<file path="src/rtl/ram_arbiter.sv">
// ram_arbiter: round-robin two-port front end for a single-port data ram
module ram_arbiter #(
    parameter int N       = 4,
    parameter bit RR_INIT = 1'b0
) (
    input  logic        clk,
    input  logic        rst_n,
    input  logic        req0,
    input  logic        req1,
    input  logic        we0,
    input  logic        we1,
    input  logic [1:0]  ctrl0,
    input  logic [1:0]  ctrl1,
    input  logic [31:0] addr0,
    input  logic [31:0] addr1,
    input  logic [31:0] wdata0,
    input  logic [31:0] wdata1,
    output logic        gnt0,
    output logic        gnt1,
    output logic        rvalid0,
    output logic        rvalid1,
    output logic [31:0] rdata0,
    output logic [31:0] rdata1,
    output logic        err0,
    output logic        err1,
    output logic        ram_we,
    output logic [1:0]  ram_ctrl,
    output logic [31:0] ram_addr,
    output logic [31:0] ram_wdata,
    input  logic [31:0] ram_rdata
);
    localparam logic [1:0] STORE_B  = 2'd0;
    localparam logic [1:0] STORE_HW = 2'd1;
    localparam logic [1:0] STORE_W  = 2'd2;

    typedef enum logic [1:0] {IDLE, RD, RESP} state_t;

    state_t      state;
    logic        prio;
    logic        owner;
    logic [31:0] rd_addr;
    logic        win;
    logic        w_we;
    logic [1:0]  w_ctrl;
    logic [31:0] w_addr;
    logic [31:0] w_wdata;
    logic        bad;
    logic        grant;

    // pick the winning port and present its access to the ram
    always_comb begin
        win       = (req0 && req1) ? prio : req1;
        w_we      = win ? we1 : we0;
        w_ctrl    = win ? ctrl1 : ctrl0;
        w_addr    = win ? addr1 : addr0;
        w_wdata   = win ? wdata1 : wdata0;
        bad       = (w_ctrl == STORE_HW && w_addr[1:0] == 2'd3) ||
                    (w_ctrl == STORE_W && w_addr[1:0] != 2'd0) ||
                    (|w_addr[31:N+2]);
        grant     = rst_n && state == IDLE && (req0 || req1);
        gnt0      = grant && !win;
        gnt1      = grant && win;
        ram_we    = grant && w_we && !bad;
        ram_ctrl  = grant ? w_ctrl : STORE_B;
        ram_wdata = grant ? w_wdata : 32'd0;
        ram_addr  = grant ? w_addr : (rst_n && state == RD) ? rd_addr : 32'd0;
    end

    // sequence loads through RD/RESP and register the per-port responses
    always_ff @(posedge clk) begin
        if (!rst_n) begin
            state   <= IDLE;
            prio    <= RR_INIT;
            owner   <= 1'b0;
            rd_addr <= 32'd0;
            rvalid0 <= 1'b0;
            rvalid1 <= 1'b0;
            rdata0  <= 32'd0;
            rdata1  <= 32'd0;
            err0    <= 1'b0;
            err1    <= 1'b0;
        end else begin
            rvalid0 <= 1'b0;
            rvalid1 <= 1'b0;
            err0    <= grant && bad && !win;
            err1    <= grant && bad && win;
            case (state)
                IDLE: begin
                    if (grant) begin
                        prio  <= !win;
                        owner <= win;
                        if (!bad && !w_we) begin
                            rd_addr <= w_addr;
                            state   <= RD;
                        end
                    end
                end
                RD: begin
                    rvalid0 <= !owner;
                    rvalid1 <= owner;
                    if (owner) rdata1 <= ram_rdata;
                    else rdata0 <= ram_rdata;
                    state <= RESP;
                end
                default: state <= IDLE;
            endcase
        end
    end
endmodule
</file>
<file path="config.mk">
export PLATFORM = sky130hd
export DESIGN_NAME = ram_arbiter
export DESIGN_NICKNAME = d
export VERILOG_FILES = /design/src/rtl/ram_arbiter.sv
export SDC_FILE = /design/constraint.sdc
export NUM_CORES = 1
export LEC_CHECK = 0
export BUFFER_PORTS_ARGS = -buffer_cell sky130_fd_sc_hd__buf_2
export CORE_ASPECT_RATIO = 1.2
export CORE_MARGIN = 5
export CORE_UTILIZATION = 39
export CTS_CLUSTER_DIAMETER = 80
export DETAILED_ROUTE_END_ITERATION = 10
export GPL_TIMING_DRIVEN = 0
export PLACE_DENSITY = 0.77
export SYNTH_ARGS = -nofsm -noshare
export SYNTH_HDL_FRONTEND = slang
export SYNTH_SLANG_ARGS = --single-unit
</file>
<file path="constraint.sdc">
create_clock -name clk -period 1.9 [get_ports clk]
set_input_delay 0.285 -clock clk [delete_from_list [all_inputs] [get_ports clk]]
set_output_delay 0.285 -clock clk [all_outputs]
set_load 0.02 [all_outputs]
</file>
Yosys cells after proc, flatten, opt, wreduce, memory -nomap -nowiden

Cells that the tools add are included.

Bitwise gates (word level): 1
Equal/unequal tests: 6
Reduce and logical (&&, ||, !) cells: 30
Multiplexer cells: 12

Operator list:

| operator             | count |
|---|---|
| $mux W32             | 5 |
| $reduce_or A26 Y1    | 1 |
| $logic_and A1 B1 Y1  | 14 |
| $reduce_and A2 Y1    | 5 |
| $mux W2              | 4 |
| $eq A2 B1 Y1 const B | 2 |
| $eq A2 B2 Y1 const B | 2 |
| $logic_not A1 Y1     | 4 |
| $pmux W2 S2          | 1 |
| $logic_or A1 B1 Y1   | 3 |
| $reduce_and A3 Y1    | 1 |
| $logic_not A2 Y1     | 1 |
| $mux W1              | 2 |
| $ne A2 B1 Y1 const B | 1 |
| $ne A2 B2 Y1 const B | 1 |
| $reduce_bool A2 Y1   | 1 |
| $not A1 Y1           | 1 |

Bits in registers: 104
Word-level logic and storage cells: 59
Output and inout port bits: 137
Input port bits: 170

Logic depth before layout (Yosys ltp)

Depth after elaboration: 12
Mapped depth: 8
Mapped depth without buffers: 6

Least setup slack after synthesis

Ideal clock, no wire load.

Path kind: input-to-output
Start: in addr0[31]
End: out ram_we
Slack: -703 ps
Data required time: 1615 ps
Data arrival time: 2318 ps
Path buffers: 0
Cell stages on the path: 4
Cells stage by stage: or4_1 nor4_2 o22ai_2 a2111oi_0

Longest elaborated chain between the ends: 5

Ends and longest elaborated chain:

| what                | line | RTL |
|---|---|---|
| from (decl)         | 14   | `input logic [31:0] addr0,` |
| $mux W32            | 55   | `w_addr = win ? addr1 : addr0;` |
| $reduce_or A26 Y1   | 59   | `(\|w_addr[31:N+2]);` |
| $logic_or A1 B1 Y1  | 58   | `(w_ctrl == STORE_W && w_addr[1:0] != 2'd0) \|\|` |
| $logic_not A1 Y1    | 63   | `ram_we = grant && w_we && !bad;` |
| $logic_and A1 B1 Y1 | 63   |  |
| to (decl)           | 26   | `output logic ram_we,` |

Every way passes these cells.

Worst setup path in the final report

Start: reg prio
End: out ram_wdata[5]

Longest elaborated chain between the ends: 3

Ends and longest elaborated chain:

| what                   | line | RTL |
|---|---|---|
| from (decl)            | 39   | `logic prio;` |
| from (signal assigned) | 90   | `prio <= !win;` |
| $mux W1                | 52   | `win = (req0 && req1) ? prio : req1;` |
| $mux W32               | 56   | `w_wdata = win ? wdata1 : wdata0;` |
| $mux W32               | 65   | `ram_wdata = grant ? w_wdata : 32'd0;` |
| to (decl)              | 29   | `output logic [31:0] ram_wdata,` |

Every way passes these cells.

==> results.py <==
metrics = {
    "sta": {
        "final_hold_viol_count": 0,
        "worstMarginPinSlew_ps": 513,
        "fin_skew_ps": 5.64,
        "min_period_ps": 2140,
        "fmax_mhz": 467,
        "maxSlewViolCount": 0,
        "setup_ws_ps": -240,
        "setup_viol": 99,
        "rsz0062_at_grt": "true",
        "finalCritPeriodShare_pct": 113,
        "maxSlewHeadroom_pct": 65.6,
    },
    "global_routing": {
        "grt_max_degree": 18,
        "grt_pass1_vias": 6038,
        "overflow": 0,
        "antenna_found_initial": 3,
        "grt_pass1_wl_mm": 31.2,
        "grt_usage_pct": 25.8,
    },
    "critical_path": {
        "worst_ep_arrival_time_ps": 1850,
        "crit_chain": "nand2b_4, and2_4, buf_6, buf_8, buf_8, nand2_4, a21oi_2, buf_6",
        "path_class": "reg2out",
        "cp.required_ps": 1620,
        "worst_path_largest_cell_delay_ps": 330,
        "crit_fanout": 7,
        "path_delay_family": "buffers and inverters",
        "end_kind": "output port",
        "r2r-end": "rd_addr[4]",
        "worstReg2RegStart": "prio",
        "path_depth": 8,
        "r2r_cells": 8,
        "rrSetupSlack_ps": -170,
        "cp-start-kind": "register",
        "crit_buf_inv": 4,
        "cp_slowest_cell": "dfxtp_2",
    },
    "cts": {
        "cts_buffers": 9,
        "cts_tree": "yes",
        "clk_pin_slew_ps": 70,
        "cts_num_sinks": 104,
        "cts_root_buffer": "clkbuf_16",
        "cts_htree_levels": 3,
        "clock_path_buffers": 2,
        "clk_latency_ps": 340,
    },
    "logic_synthesis": {
        "synth_area_um2": 5010,
        "syn-mean-instance-area_um2": 7.71,
        "ys_types": 32,
        "syn_nets": 820,
        "postSynthCellCount": 650,
        "seq_area_frac_synth_pct": 41.5,
        "synthArstFlopShare_pct": 0,
        "yosysWarnings": 0,
        "synthFlopType": "dfxtp_1",
        "synth_edf_count": 0,
        "synth-seq-cells": 104,
    },
    "route": {
        "remaining_drc_errors": 0,
        "vias": 6245,
        "antenna_left": 0,
        "via_per_inst": 5.32,
        "drt_iter0_drc": 372,
        "drt-total-wl_mm": 24.2,
        "route.detailed.wl_per_inst_um": 20.6,
        "dr.pass1.iters": 5,
    },
    "die": {
        "core_um2": 12600,
        "initial_core_util_pct": 39.7,
        "die_x_um": 113,
        "io_pins": 307,
        "die-area_um2": 15200,
        "rows": 45,
        "die_y_um": 134,
    },
    "worst_hold_path": {
        "hold_depth": 3,
        "worst_hold_path_type": "in2reg",
        "hold_path.startpoint": "ram_rdata[20]",
        "hold_end": "rdata1[20]",
    },
    "final_layout": {
        "drive_gt1_share_pct": 56.8,
        "final_common_cell": "buf_2",
        "fin_area_um2": 9160,
        "areaGrowthSynthToFinish_pct": 82.7,
        "final_util_pct": 72.6,
        "layout.nets": 1171,
        "final_cell_mix": "buf_2, nand2_1, dfxtp_1",
    },
    "place": {
        "port_buffers": 306,
        "place_congestion": 0.845,
        "dp_hpwl_mm": 14.8,
        "placed_area_um2": 7000,
    },
    "power": {
        "p_leak_nw": 4.13,
        "p_int_mw": 3.93,
        "p_seq_share_pct": 39.4,
        "peakVddDrop_v": 0.000349,
        "swShare_pct": 29.2,
        "power.density_nw_per_um2": 606,
        "combPwrFrac_pct": 26.7,
        "power.share.clock_pct": 33.9,
        "p_sw_mw": 1.62,
    },
    "run_status": {
        "failed_checks": "setup timing",
        "status": "finished with violations",
    },
    "run": {
        "cap_viol_max_count": 0,
    },
}
-- sequential cells by signal, indices dropped and copies added (netlist names) --
register,count
rdata1,32
rdata0,32
err0,1
rvalid0,1
err1,1
prio,1
rvalid1,1
rd_addr,32
state,2
owner,1
-- worst max-delay path by stage --
stage,start,to,slack [ps]
finish,prio,ram_wdata[5],-240
global route,addr0[19],ram_we,-370
CTS,addr1[31],ram_we,-190
detailed placement,req0,rd_addr[4],-730
global placement,req0,ram_wdata[16],-710
floorplan,prio,rd_addr[0],-20
-- power groups by stage --
stage | combinational (mW) | sequential (mW) | clock, mW
after floorplan | 0.479 | 2.24 | 0
after global placement | 0.871 | 2.24 | 0
after detailed placement | 0.876 | 2.24 | 0
after CTS | 1.19 | 2.19 | 1.90
after global routing | 1.54 | 2.19 | 2.00
final | 1.48 | 2.19 | 1.88
-- cells in the mapped netlist (all sizes together) (3+ instances only) --
library cell	instances	area share [%]
a21boi	64	9.6
a21oi	36	3.6
and2	36	5.4
buf	7	0.87
clkbuf	41	3.1
dfxtp	104	42
mux2	5	1.1
mux2i	34	6.8
nand2	239	18
nand2b	3	0.37
nor2	9	0.67
nor2b	8	1.0
nor3	3	0.52
nor4	12	1.7
o21ai	35	3.5
-- timing repair --
item | 4_1_cts | 5_1_grt
endpoints found under the setup margin | 105 | 130
buffers inserted | 14 | 8
hold buffers | 0 | 0
pin swaps | 45 | 62
cloned | 7 | 9
gates resized for setup | 243 | 161
-- through the flow --
| step | hold WS (ps) | cells | worst slack, ps | TNS [ps] | total power [mW] |
|---|---|---|---|---|---|
| 3_3_place_gp | 443 | 1120 | -709 | -61050 | 3.11 |
| 6_report | 197 | 1173 | -240 | -13680 | 5.55 |
| 5_1_grt | 200 | 1173 | -373 | -20780 | 5.72 |
| 2_1_floorplan | 430 | 650 | -22.7 | -198 | 2.72 |
| 4_1_cts | 187 | 1155 | -194 | -9020 | 5.27 |
| 3_5_place_dp | 450 | 1120 | -727 | -62380 | 3.11 |
-- kinds of logic after synthesis --
logic type,count (synthesis),synth area share [%]
DFF,104,41.5
and+or+nand+nor,319,28.9
muxes,39,7.91
AOI/OAI and AO/OA,139,17.6
buffers and inverters,49,4.02
-- area by class of cell --
| cell class | instances | area (µm²) |
|---|---|---|
| inverter | 1 | 3.75 |
| multi-input combinational | 499 | 3680 |
| sequential | 104 | 2090 |
| timing repair buffer | 340 | 2390 |
| tap | 164 | 205 |
| buffer | 46 | 490 |
| clock buffer | 10 | 229 |
| fill | 880 | 3450 |
| clock inverter | 6 | 66.3 |
| antenna | 3 | 7.51 |
-- per-layer routing --
metal | track usage (%) | routed length (µm) | share of wire [%] | vias to the layer above
li1 | - | - | - | 2869
met1 | 29.4 | 8590 | 35 | 2865
met2 | 45.2 | 12200 | 50 | 411
met3 | 6.23 | 2180 | 9.0 | 100
met4 | 11.6 | 1260 | 5.2 | 0
met5 | 0 | 0 | 0 | -
-- worst register-to-register path: stages, from the launching register on --
cell	delay, ps
dfxtp_2	330
nand2b_4	170
and2_4	200
nor2_1	250
o22ai_4	150
buf_6	160
nor3_4	230
buf_12	170
mux2_4	300
Power figures use the tool's default switching activity.
